==> config.mk <==
export PLATFORM = sky130hd
export DESIGN_NAME = core_ctrl_flat
export DESIGN_NICKNAME = d
export VERILOG_FILES = /design/src/rtl/core_ctrl_if.sv /design/src/rtl/core_ctrl.sv /design/src/flat_wrapper.sv
export SDC_FILE = /design/constraint.sdc
export NUM_CORES = 1
export LEC_CHECK = 0
export CELL_PAD_IN_SITES_DETAIL_PLACEMENT = 1
export CELL_PAD_IN_SITES_GLOBAL_PLACEMENT = 2
export CORE_UTILIZATION = 19
export DETAILED_ROUTE_END_ITERATION = 10
export PLACE_DENSITY_LB_ADDON = 0.1
export SKIP_LAST_GASP = 1
export SLEW_MARGIN = 25
export SYNTH_ARGS = -nofsm -noshare
export SYNTH_HDL_FRONTEND = slang
export SYNTH_SLANG_ARGS = --single-unit
==> constraint.sdc <==
create_clock -name clk_i -period 2.65 [get_ports clk_i]
set_clock_uncertainty 0.05 [all_clocks]
set_input_delay 0.265 -clock clk_i [delete_from_list [all_inputs] [get_ports clk_i]]
set_output_delay 0.265 -clock clk_i [all_outputs]
set_load 0.02 [all_outputs]
==> src/rtl/core_ctrl_if.sv <==
// Control/handshake bundle between core_ctrl and the datapath/memory side.
// The master side is the controller; the slave side is the datapath and memory.
interface core_ctrl_if;
    logic        run_i;
    logic [31:0] ir_i;
    logic        mem_ready_i;
    logic [2:0]  alu_flag_i;
    logic        en_rf_o;
    logic        we_rf_o;
    logic        sel_rf_o;
    logic        en_pc_o;
    logic        load_pc_o;
    logic        we_ir_o;
    logic        load_addr_reg_o;
    logic        mar_src_o;
    logic        sel_alu_port_a_o;
    logic        sel_alu_port_b_o;
    logic [2:0]  alu_op_o;
    logic        re_mem_o;
    logic        we_mem_o;
    logic        halted_o;
    logic        illegal_o;
    logic        timeout_o;
    logic [2:0]  state_o;

    modport master (
        input  run_i, ir_i, mem_ready_i, alu_flag_i,
        output en_rf_o, we_rf_o, sel_rf_o, en_pc_o, load_pc_o, we_ir_o,
               load_addr_reg_o, mar_src_o, sel_alu_port_a_o, sel_alu_port_b_o,
               alu_op_o, re_mem_o, we_mem_o, halted_o, illegal_o, timeout_o, state_o
    );

    modport slave (
        output run_i, ir_i, mem_ready_i, alu_flag_i,
        input  en_rf_o, we_rf_o, sel_rf_o, en_pc_o, load_pc_o, we_ir_o,
               load_addr_reg_o, mar_src_o, sel_alu_port_a_o, sel_alu_port_b_o,
               alu_op_o, re_mem_o, we_mem_o, halted_o, illegal_o, timeout_o, state_o
    );
endinterface

==> src/rtl/core_ctrl.sv <==
// Multi-cycle RV32I-subset control FSM for core_dp: fetch/decode/execute/mem/writeback
// sequencing with a bounded wait on every memory access.
module core_ctrl #(
    parameter int unsigned MEM_TIMEOUT = 255
) (
    input logic        clk_i,
    input logic        rst_i,
    core_ctrl_if.master bus
);
    typedef enum logic [2:0] {
        S_IDLE   = 3'd0,
        S_FETCH  = 3'd1,
        S_DECODE = 3'd2,
        S_EXEC   = 3'd3,
        S_MEM    = 3'd4,
        S_WB     = 3'd5,
        S_BRANCH = 3'd6,
        S_HALT   = 3'd7
    } state_t;

    typedef enum logic [2:0] {
        ALU_ADD = 3'b000, ALU_SUB = 3'b001, ALU_AND = 3'b010, ALU_OR  = 3'b011,
        ALU_XOR = 3'b100, ALU_SLL = 3'b101, ALU_SRL = 3'b110, ALU_SLT = 3'b111
    } alu_op_t;

    localparam int unsigned TW = $clog2(MEM_TIMEOUT + 1);
    localparam logic [TW-1:0] TMAX = TW'(MEM_TIMEOUT);

    state_t        state_q, state_d;
    logic [TW-1:0] tcnt_q, tcnt_d;
    logic          halted_q, halted_d;
    logic          illegal_q, illegal_d;
    logic          timeout_q, timeout_d;

    logic [6:0]    opcode;
    logic [2:0]    funct3;
    logic          is_r, is_i, is_ld, is_st, is_br, is_jal, is_sys;
    logic          illegal_dec;
    logic          br_taken;
    logic [TW-1:0] tcnt_inc;
    alu_op_t       alu_map;
    logic          unused_bits;

    assign opcode      = bus.ir_i[6:0];
    assign funct3      = bus.ir_i[14:12];
    assign is_r        = (opcode == 7'b0110011);
    assign is_i        = (opcode == 7'b0010011);
    assign is_ld       = (opcode == 7'b0000011);
    assign is_st       = (opcode == 7'b0100011);
    assign is_br       = (opcode == 7'b1100011);
    assign is_jal      = (opcode == 7'b1101111);
    assign is_sys      = (opcode == 7'b1110011);
    assign illegal_dec = !(is_r || is_i || is_ld || is_st || is_br || is_jal)
                       || ((is_r || is_i) && funct3 == 3'b011)
                       || (is_br && funct3[2:1] != 2'b00);
    // BEQ takes on zero, BNE on non-zero; funct3[0] distinguishes them.
    assign br_taken    = bus.alu_flag_i[0] ^ funct3[0];
    assign tcnt_inc    = tcnt_q + TW'(1);
    assign unused_bits = ^{bus.ir_i[31], bus.ir_i[29:15], bus.ir_i[11:7], bus.alu_flag_i[2:1]};

    always_comb begin
        alu_map = ALU_ADD;
        case (funct3)
            3'b000:  alu_map = (is_r && bus.ir_i[30]) ? ALU_SUB : ALU_ADD;
            3'b001:  alu_map = ALU_SLL;
            3'b010:  alu_map = ALU_SLT;
            3'b100:  alu_map = ALU_XOR;
            3'b101:  alu_map = ALU_SRL;
            3'b110:  alu_map = ALU_OR;
            3'b111:  alu_map = ALU_AND;
            default: alu_map = ALU_ADD;
        endcase
    end

    always_comb begin
        state_d   = state_q;
        tcnt_d    = '0;
        halted_d  = halted_q;
        illegal_d = illegal_q;
        timeout_d = timeout_q;
        bus.en_rf_o          = 1'b0;
        bus.we_rf_o          = 1'b0;
        bus.sel_rf_o         = 1'b0;
        bus.en_pc_o          = 1'b0;
        bus.load_pc_o        = 1'b0;
        bus.we_ir_o          = 1'b0;
        bus.load_addr_reg_o  = 1'b0;
        bus.mar_src_o        = 1'b0;
        bus.sel_alu_port_a_o = 1'b0;
        bus.sel_alu_port_b_o = 1'b0;
        bus.alu_op_o         = ALU_ADD;
        bus.re_mem_o         = 1'b0;
        bus.we_mem_o         = 1'b0;
        case (state_q)
            S_IDLE: begin
                if (bus.run_i) begin
                    state_d = S_FETCH;
                    bus.load_addr_reg_o = 1'b1;
                end
            end
            S_FETCH: begin
                bus.re_mem_o = 1'b1;
                if (bus.mem_ready_i) begin
                    bus.we_ir_o = 1'b1;
                    state_d     = S_DECODE;
                end else if (tcnt_inc == TMAX) begin
                    state_d   = S_HALT;
                    halted_d  = 1'b1;
                    timeout_d = 1'b1;
                end else begin
                    tcnt_d = tcnt_inc;
                end
            end
            S_DECODE: begin
                if (is_sys) begin
                    state_d  = S_HALT;
                    halted_d = 1'b1;
                end else if (illegal_dec) begin
                    state_d   = S_HALT;
                    halted_d  = 1'b1;
                    illegal_d = 1'b1;
                end else begin
                    state_d = S_EXEC;
                end
            end
            S_EXEC: begin
                if (is_r || is_i) begin
                    bus.sel_alu_port_b_o = is_i;
                    bus.alu_op_o         = alu_map;
                    state_d              = S_WB;
                end else if (is_ld || is_st) begin
                    bus.sel_alu_port_b_o = 1'b1;
                    bus.load_addr_reg_o  = 1'b1;
                    bus.mar_src_o        = 1'b1;
                    state_d              = S_MEM;
                end else if (is_br) begin
                    bus.alu_op_o = ALU_SUB;
                    if (br_taken) begin
                        state_d = S_BRANCH;
                    end else begin
                        bus.en_pc_o         = 1'b1;
                        bus.load_addr_reg_o = 1'b1;
                        state_d             = S_FETCH;
                    end
                end else begin
                    state_d = S_BRANCH;
                end
            end
            S_MEM: begin
                bus.re_mem_o = is_ld;
                bus.we_mem_o = !is_ld;
                if (bus.mem_ready_i) begin
                    if (is_ld) begin
                        state_d = S_WB;
                    end else begin
                        bus.en_pc_o         = 1'b1;
                        bus.load_addr_reg_o = 1'b1;
                        state_d             = S_FETCH;
                    end
                end else if (tcnt_inc == TMAX) begin
                    state_d   = S_HALT;
                    halted_d  = 1'b1;
                    timeout_d = 1'b1;
                end else begin
                    tcnt_d = tcnt_inc;
                end
            end
            S_WB: begin
                bus.en_rf_o         = 1'b1;
                bus.we_rf_o         = 1'b1;
                bus.en_pc_o         = 1'b1;
                bus.load_addr_reg_o = 1'b1;
                state_d             = S_FETCH;
                if (is_ld) begin
                    bus.sel_rf_o = 1'b1;
                end else begin
                    bus.sel_alu_port_b_o = is_i;
                    bus.alu_op_o         = alu_map;
                end
            end
            S_BRANCH: begin
                bus.sel_alu_port_a_o = 1'b1;
                bus.sel_alu_port_b_o = 1'b1;
                bus.load_pc_o        = 1'b1;
                bus.load_addr_reg_o  = 1'b1;
                state_d              = S_FETCH;
            end
            default: ;
        endcase
    end

    always_ff @(posedge clk_i) begin
        if (rst_i) begin
            state_q   <= S_IDLE;
            tcnt_q    <= '0;
            halted_q  <= 1'b0;
            illegal_q <= 1'b0;
            timeout_q <= 1'b0;
        end else begin
            state_q   <= state_d;
            tcnt_q    <= tcnt_d;
            halted_q  <= halted_d;
            illegal_q <= illegal_d;
            timeout_q <= timeout_d;
        end
    end

    assign bus.halted_o  = halted_q;
    assign bus.illegal_o = illegal_q;
    assign bus.timeout_o = timeout_q;
    assign bus.state_o   = state_q;
endmodule

==> src/flat_wrapper.sv <==
// flat-port wrapper written by rule: the top's interface ports become plain ports
module core_ctrl_flat 
#(
    parameter int unsigned MEM_TIMEOUT = 255
)
  (clk_i, rst_i, bus_run_i, bus_ir_i, bus_mem_ready_i, bus_alu_flag_i, bus_en_rf_o, bus_we_rf_o, bus_sel_rf_o, bus_en_pc_o, bus_load_pc_o, bus_we_ir_o, bus_load_addr_reg_o, bus_mar_src_o, bus_sel_alu_port_a_o, bus_sel_alu_port_b_o, bus_alu_op_o, bus_re_mem_o, bus_we_mem_o, bus_halted_o, bus_illegal_o, bus_timeout_o, bus_state_o);
  core_ctrl_if bus_i ();
  input logic clk_i;
  input logic rst_i;
  input wire logic [$bits(bus_i.run_i)-1:0] bus_run_i;
  input wire logic [$bits(bus_i.ir_i)-1:0] bus_ir_i;
  input wire logic [$bits(bus_i.mem_ready_i)-1:0] bus_mem_ready_i;
  input wire logic [$bits(bus_i.alu_flag_i)-1:0] bus_alu_flag_i;
  output wire logic [$bits(bus_i.en_rf_o)-1:0] bus_en_rf_o;
  output wire logic [$bits(bus_i.we_rf_o)-1:0] bus_we_rf_o;
  output wire logic [$bits(bus_i.sel_rf_o)-1:0] bus_sel_rf_o;
  output wire logic [$bits(bus_i.en_pc_o)-1:0] bus_en_pc_o;
  output wire logic [$bits(bus_i.load_pc_o)-1:0] bus_load_pc_o;
  output wire logic [$bits(bus_i.we_ir_o)-1:0] bus_we_ir_o;
  output wire logic [$bits(bus_i.load_addr_reg_o)-1:0] bus_load_addr_reg_o;
  output wire logic [$bits(bus_i.mar_src_o)-1:0] bus_mar_src_o;
  output wire logic [$bits(bus_i.sel_alu_port_a_o)-1:0] bus_sel_alu_port_a_o;
  output wire logic [$bits(bus_i.sel_alu_port_b_o)-1:0] bus_sel_alu_port_b_o;
  output wire logic [$bits(bus_i.alu_op_o)-1:0] bus_alu_op_o;
  output wire logic [$bits(bus_i.re_mem_o)-1:0] bus_re_mem_o;
  output wire logic [$bits(bus_i.we_mem_o)-1:0] bus_we_mem_o;
  output wire logic [$bits(bus_i.halted_o)-1:0] bus_halted_o;
  output wire logic [$bits(bus_i.illegal_o)-1:0] bus_illegal_o;
  output wire logic [$bits(bus_i.timeout_o)-1:0] bus_timeout_o;
  output wire logic [$bits(bus_i.state_o)-1:0] bus_state_o;
  assign bus_i.run_i = bus_run_i;
  assign bus_i.ir_i = bus_ir_i;
  assign bus_i.mem_ready_i = bus_mem_ready_i;
  assign bus_i.alu_flag_i = bus_alu_flag_i;
  assign bus_en_rf_o = bus_i.en_rf_o;
  assign bus_we_rf_o = bus_i.we_rf_o;
  assign bus_sel_rf_o = bus_i.sel_rf_o;
  assign bus_en_pc_o = bus_i.en_pc_o;
  assign bus_load_pc_o = bus_i.load_pc_o;
  assign bus_we_ir_o = bus_i.we_ir_o;
  assign bus_load_addr_reg_o = bus_i.load_addr_reg_o;
  assign bus_mar_src_o = bus_i.mar_src_o;
  assign bus_sel_alu_port_a_o = bus_i.sel_alu_port_a_o;
  assign bus_sel_alu_port_b_o = bus_i.sel_alu_port_b_o;
  assign bus_alu_op_o = bus_i.alu_op_o;
  assign bus_re_mem_o = bus_i.re_mem_o;
  assign bus_we_mem_o = bus_i.we_mem_o;
  assign bus_halted_o = bus_i.halted_o;
  assign bus_illegal_o = bus_i.illegal_o;
  assign bus_timeout_o = bus_i.timeout_o;
  assign bus_state_o = bus_i.state_o;
  core_ctrl #(.MEM_TIMEOUT(MEM_TIMEOUT)) u_core (.clk_i(clk_i), .rst_i(rst_i), .bus(bus_i));
endmodule
; After elaboration in Yosys (flattened, before gate mapping)
; Index checks and enable logic that the tools add are counted.
[op_classes]
n_addsub = 1
eq_ne = 25
muxes = 49
bitwise = 4
reduce_logical = 25
[op_table]
columns = op, count
row1 = $mux W3, 14
row2 = $mux W1, 27
row3 = $eq A3 B3 Y1 const B, 7
row4 = $eq A7 B7 Y1 const B, 3
row5 = $pmux W3 S7, 1
row6 = $pmux W3 S6, 1
row7 = $eq A7 B6 Y1 const B, 2
row8 = $eq A3 B2 Y1 const B, 4
row9 = $add A8 B1 Y8 const B, 1
row10 = $eq A8 B8 Y1 const B, 1
row11 = $logic_or A1 B1 Y1, 8
row12 = $eq A7 B2 Y1 const B, 1
row13 = $eq A7 B5 Y1 const B, 1
row14 = $eq A3 B1 Y1 const B, 2
row15 = $logic_not A3 Y1, 2
row16 = $pmux W1 S3, 2
row17 = $pmux W3 S2, 1
row18 = $reduce_and A3 Y1, 2
row19 = $reduce_bool A6 Y1, 1
row20 = $ne A2 B2 Y1 const B, 2
row21 = $pmux W1 S2, 2
row22 = $pmux W1 S4, 1
row23 = $reduce_and A4 Y1, 1
row24 = $reduce_bool A2 Y1, 2
row25 = 9 further kinds, 15
[totals]
register_bits = 14
inputBits = 39
output_inout_bits = 21
elab_cells = 109

; Logic depth before layout (Yosys ltp)
[depth]
depth_word = 12
ltp_mapped = 7
mapped_depth_nobuf = 7

; Worst setup path before layout
; No wires, ideal clock.
[synth_path]
kind = flip-flop to output port
from = register u_core.state_q[1], in the netlist u_core.bus.state_o[1]
to = output port bus_sel_alu_port_a_o
arrival_ns = 1.693
required_ns = 2.335
setup_slack_ns = 0.642
stages_incl_launch_ff = 5
path_buffers = 2
path_cell_list = dfxtp_1 > clkbuf_1 > inv_1 > nor3_1 > buf_4
[synth_between]
elab_chain_len = 2
[synth_lines]
columns = item, line
row1 = start: declaration, core_ctrl.sv:29  ; state_t state_q, state_d;
row2 = start signal: assignment, core_ctrl.sv:200  ; state_q <= state_d;
row3 = $eq A3 B3 Y1, --
row4 = $mux W1, --
row5 = end: declaration, flat_wrapper.sv:22  ; output wire logic [$bits(bus_i.sel_alu_port_a_o)-1:0] bus_sel_alu_port_a_o;
; Every way passes these cells.

; Worst setup path in the final report
[layout_path]
from = input port bus_ir_i[3]
to = output port bus_mar_src_o
[layout_between]
elab_chain_len = 5
word_cells_on_any_way = 9
cone_classes = eq/ne (4) / mux (3) / reduce/logical (2)
[layout_lines]
columns = item, line
row1 = start: declaration, flat_wrapper.sv:11  ; input wire logic [$bits(bus_i.ir_i)-1:0] bus_ir_i;
row2 = $eq A7 B2 Y1 or $eq A7 B6 Y1 (tied branches), "core_ctrl.sv:48, core_ctrl.sv:49"
row3 = $logic_or A1 B1 Y1, core_ctrl.sv:131  ; end else if (is_ld || is_st) begin
row4 = $mux W1, core_ctrl.sv:131
row5 = $mux W1 (*), core_ctrl.sv:127  ; if (is_r || is_i) begin
row6 = $mux W1 (*), core_ctrl.sv:94  ; case (state_q)
row7 = end: declaration, flat_wrapper.sv:21  ; output wire logic [$bits(bus_i.mar_src_o)-1:0] bus_mar_src_o;
; Mark *: on every way between the ends. The rest lies on a longest branch, timed or not.

==> flow_summary.yaml <==
placed_design:
  port_buffers: 36
  post-place-cells: 269
  gp_congestion: 0.743
  dpl_cell_area_sq_um: 1650
  place_hpwl_microns: 3130
  preCtsSetupSlack_ps: -154
hold_path:
  hp-class: "reg2reg"
sta:
  setup_ws_ps: 99.7
  fin_setup_tns_ps: 0
  fmax_mhz: 392
  hold_violations: 0
  fin_crit_sh_pct: 96.2
  hold_ws_ps: 429
  slew_violations: 0
  rsz0062_at_grt: "no"
  finalSetupViolations: 0
  post-route-min-period_ps: 2550
  slew_headroom_pct: 66.6
  tightest_slew_ps: 498
yosys:
  netlist_area_sq_um: 1090
  synth_top_area_share_pct: 25.8
  synth.distinct_cells: 45
  yosys-top-cells-area: "dfxtp_1 26%, o21ai_0 5.1%, nand2_1 4.5%, nor2_1 4.5%, a21oi_1 4.1%"
  ys.flop_type: "dfxtp_1"
  synth_top_cell_by_area: "dfxtp_1"
  ys_seq_elements: 14
  synth.avg_cell_area_sq_um: 7.35
  syn_inst: 148
  syn-num-nets: 189
  ys_seq_area_share_pct: 25.8
  async_flop_share_pct: 0
  ys_warn_count: 0
  synth_enable_flop_cells: 0
cells_and_area:
  fin_cells: 272
  fillers: 664
  synthToLayoutAreaGrowth_pct: 56.8
  design_area_sq_um: 1710
  final_util_pct: 31.0
  final_nets: 243
  diodes: 0
  layout-drive-gt1-share_pct: 20.0
pwr:
  power.total_uw: 800
  p_leak_nw: 0.659
  peakVddDrop_mv: 0.155
  powerDensity_nw_per_um2: 469
critical_path:
  end_kind: "output port"
  critPathRequiredTime_ps: 2340
  startpoint_type: "input port"
  cp_data_arrival_time_ps: 2240
  critPathKind: "in2out"
  crit_path_max_fanout: 4
drt:
  wire_per_inst_microns: 14.3
  dr.first_iter.drc_count: 27
  dr_total_vias: 1251
  first_pass_iters: 4
  route.detailed.drc: 0
  ant_nets: 0
  wl_microns: 3880
  vias_per_cell: 4.60
cts:
  cts_resized: 8
  clkLatencyLatePin_ps: 250
  cts.htree.levels: 1
  clkTransAtPathRegs_ps: 50
  postCtsSetupRepairBufs: 0
  cts_hold_buf: 0
  cts_tree: "done"
  clk_path_buf_depth: 2
  cts_num_sinks: 14
  cts_made_buffers: 3
  cts-root-buf: "clkbuf_8"
die:
  die_h_microns: 77.6
  dieArea_sq_um: 6030
  dieWidth_microns: 77.6
  start_util_pct: 19.7
  num_rows: 27
  io-pin-count: 60
  core_sq_um: 5510
grt:
  grt_usage_pct: 13.4
  antenna_found_initial: 0
  use_met2_pct: 24.1
  grt_pass1_wl_microns: 6480
  globalRouteMet3Util_pct: 1.06
  grt_use_met1_pct: 16.7
  grt_max_degree: 14
  grt_busiest_layer: "met2"
  grt_pass1_vias: 1387
  overflow: 0
status:
  status: "finished, final reports clean"
run:
  cap_viol_max_count: 0
==> power by group <==
part           internal [mW]  switching (mW)  total, mW
Sequential             0.228          0.0284      0.257
Combinational          0.165           0.203      0.368
Clock                  0.101          0.0745      0.175
Total                  0.494           0.306      0.800
==> layout by cell type, fill, tap and decap left out, drive strengths merged, types with 6 or more instances in the layout <==
| master | synthesis | routed |
|---|---|---|
| nor2 | 18 | 18 |
| buf | 3 | 22 |
| nor3 | 9 | 9 |
| nand2 | 14 | 14 |
| inv | 7 | 7 |
| a31oi | 6 | 6 |
| dfxtp | 14 | 14 |
| clkdlybuf4s50 | 0 | 28 |
| a21oi | 9 | 9 |
| o21ai | 11 | 11 |
==> registers in the layout, summed over array words and instances (netlist names) <==
register / cells
u_core.bus.illegal_o: 1
u_core.bus.timeout_o: 1
u_core.bus.state_o: 3
u_core.tcnt_q: 8
u_core.bus.halted_o: 1
==> metal layers <==
metal / part of all wire, % / wire length (microns)
met1: 46 / 1790
met2: 50 / 1940
met3: 2.3 / 88
met4: 1.5 / 59
met5: 0 / 0
==> cells in the mapped netlist, types with 4 or more instances <==
library cell  number
a21oi_1            9
nor3_1             9
nand4_1            4
a31oi_1            6
nor2_1            13
o21ai_0           11
nor2_2             5
clkbuf_1           6
xor2_1             5
nand2_1           13
dfxtp_1           14
inv_1              7
nand2b_1           4
==> cell families (layout without fill, tap and decap cells) <==
family	after synthesis	in the layout	share of synthesized area (%)
compound gates	43	43	26.0
buf+inv	16	68	6.90
fa+ha+maj	2	2	2.30
xor+xnor	7	7	5.64
simple gates	66	66	33.4
flops	14	14	25.8
==> area by class of cell <==
cell class	count	area, sq um	area share, %
clock buffers	3	41.3	2.42
flip-flops and latches	14	282	16.5
well taps	72	90.1	5.28
repair buffers	58	527	30.9
multi-input cells	118	739	43.4
inverters	7	26.3	1.54
==> worst max-delay path, stage by stage <==
cell             delay, ps
clkdlybuf4s50_1        430
nand4bb_1              280
or3_4                  410
buf_4                  150
nor2_1                  90
clkdlybuf4s50_1        610
==> path summary, 6_finish.rpt <==
| check | cells past startpoint | slack (ps) | to | from |
|---|---|---|---|---|
| setup reg to reg | 6 | 490 | u_core.tcnt_q[3]$_SDFF_PP0_ | u_core.tcnt_q[0]$_SDFF_PP0_ |
| setup / recovery | 6 | 100 | bus_mar_src_o | bus_ir_i[3] |
| hold reg to reg | 1 | 430 | u_core.tcnt_q[0]$_SDFF_PP0_ | u_core.tcnt_q[0]$_SDFF_PP0_ |
| hold / removal | 1 | 430 | u_core.tcnt_q[0]$_SDFF_PP0_ | u_core.tcnt_q[0]$_SDFF_PP0_ |
(Power assumes the default switching activity.)
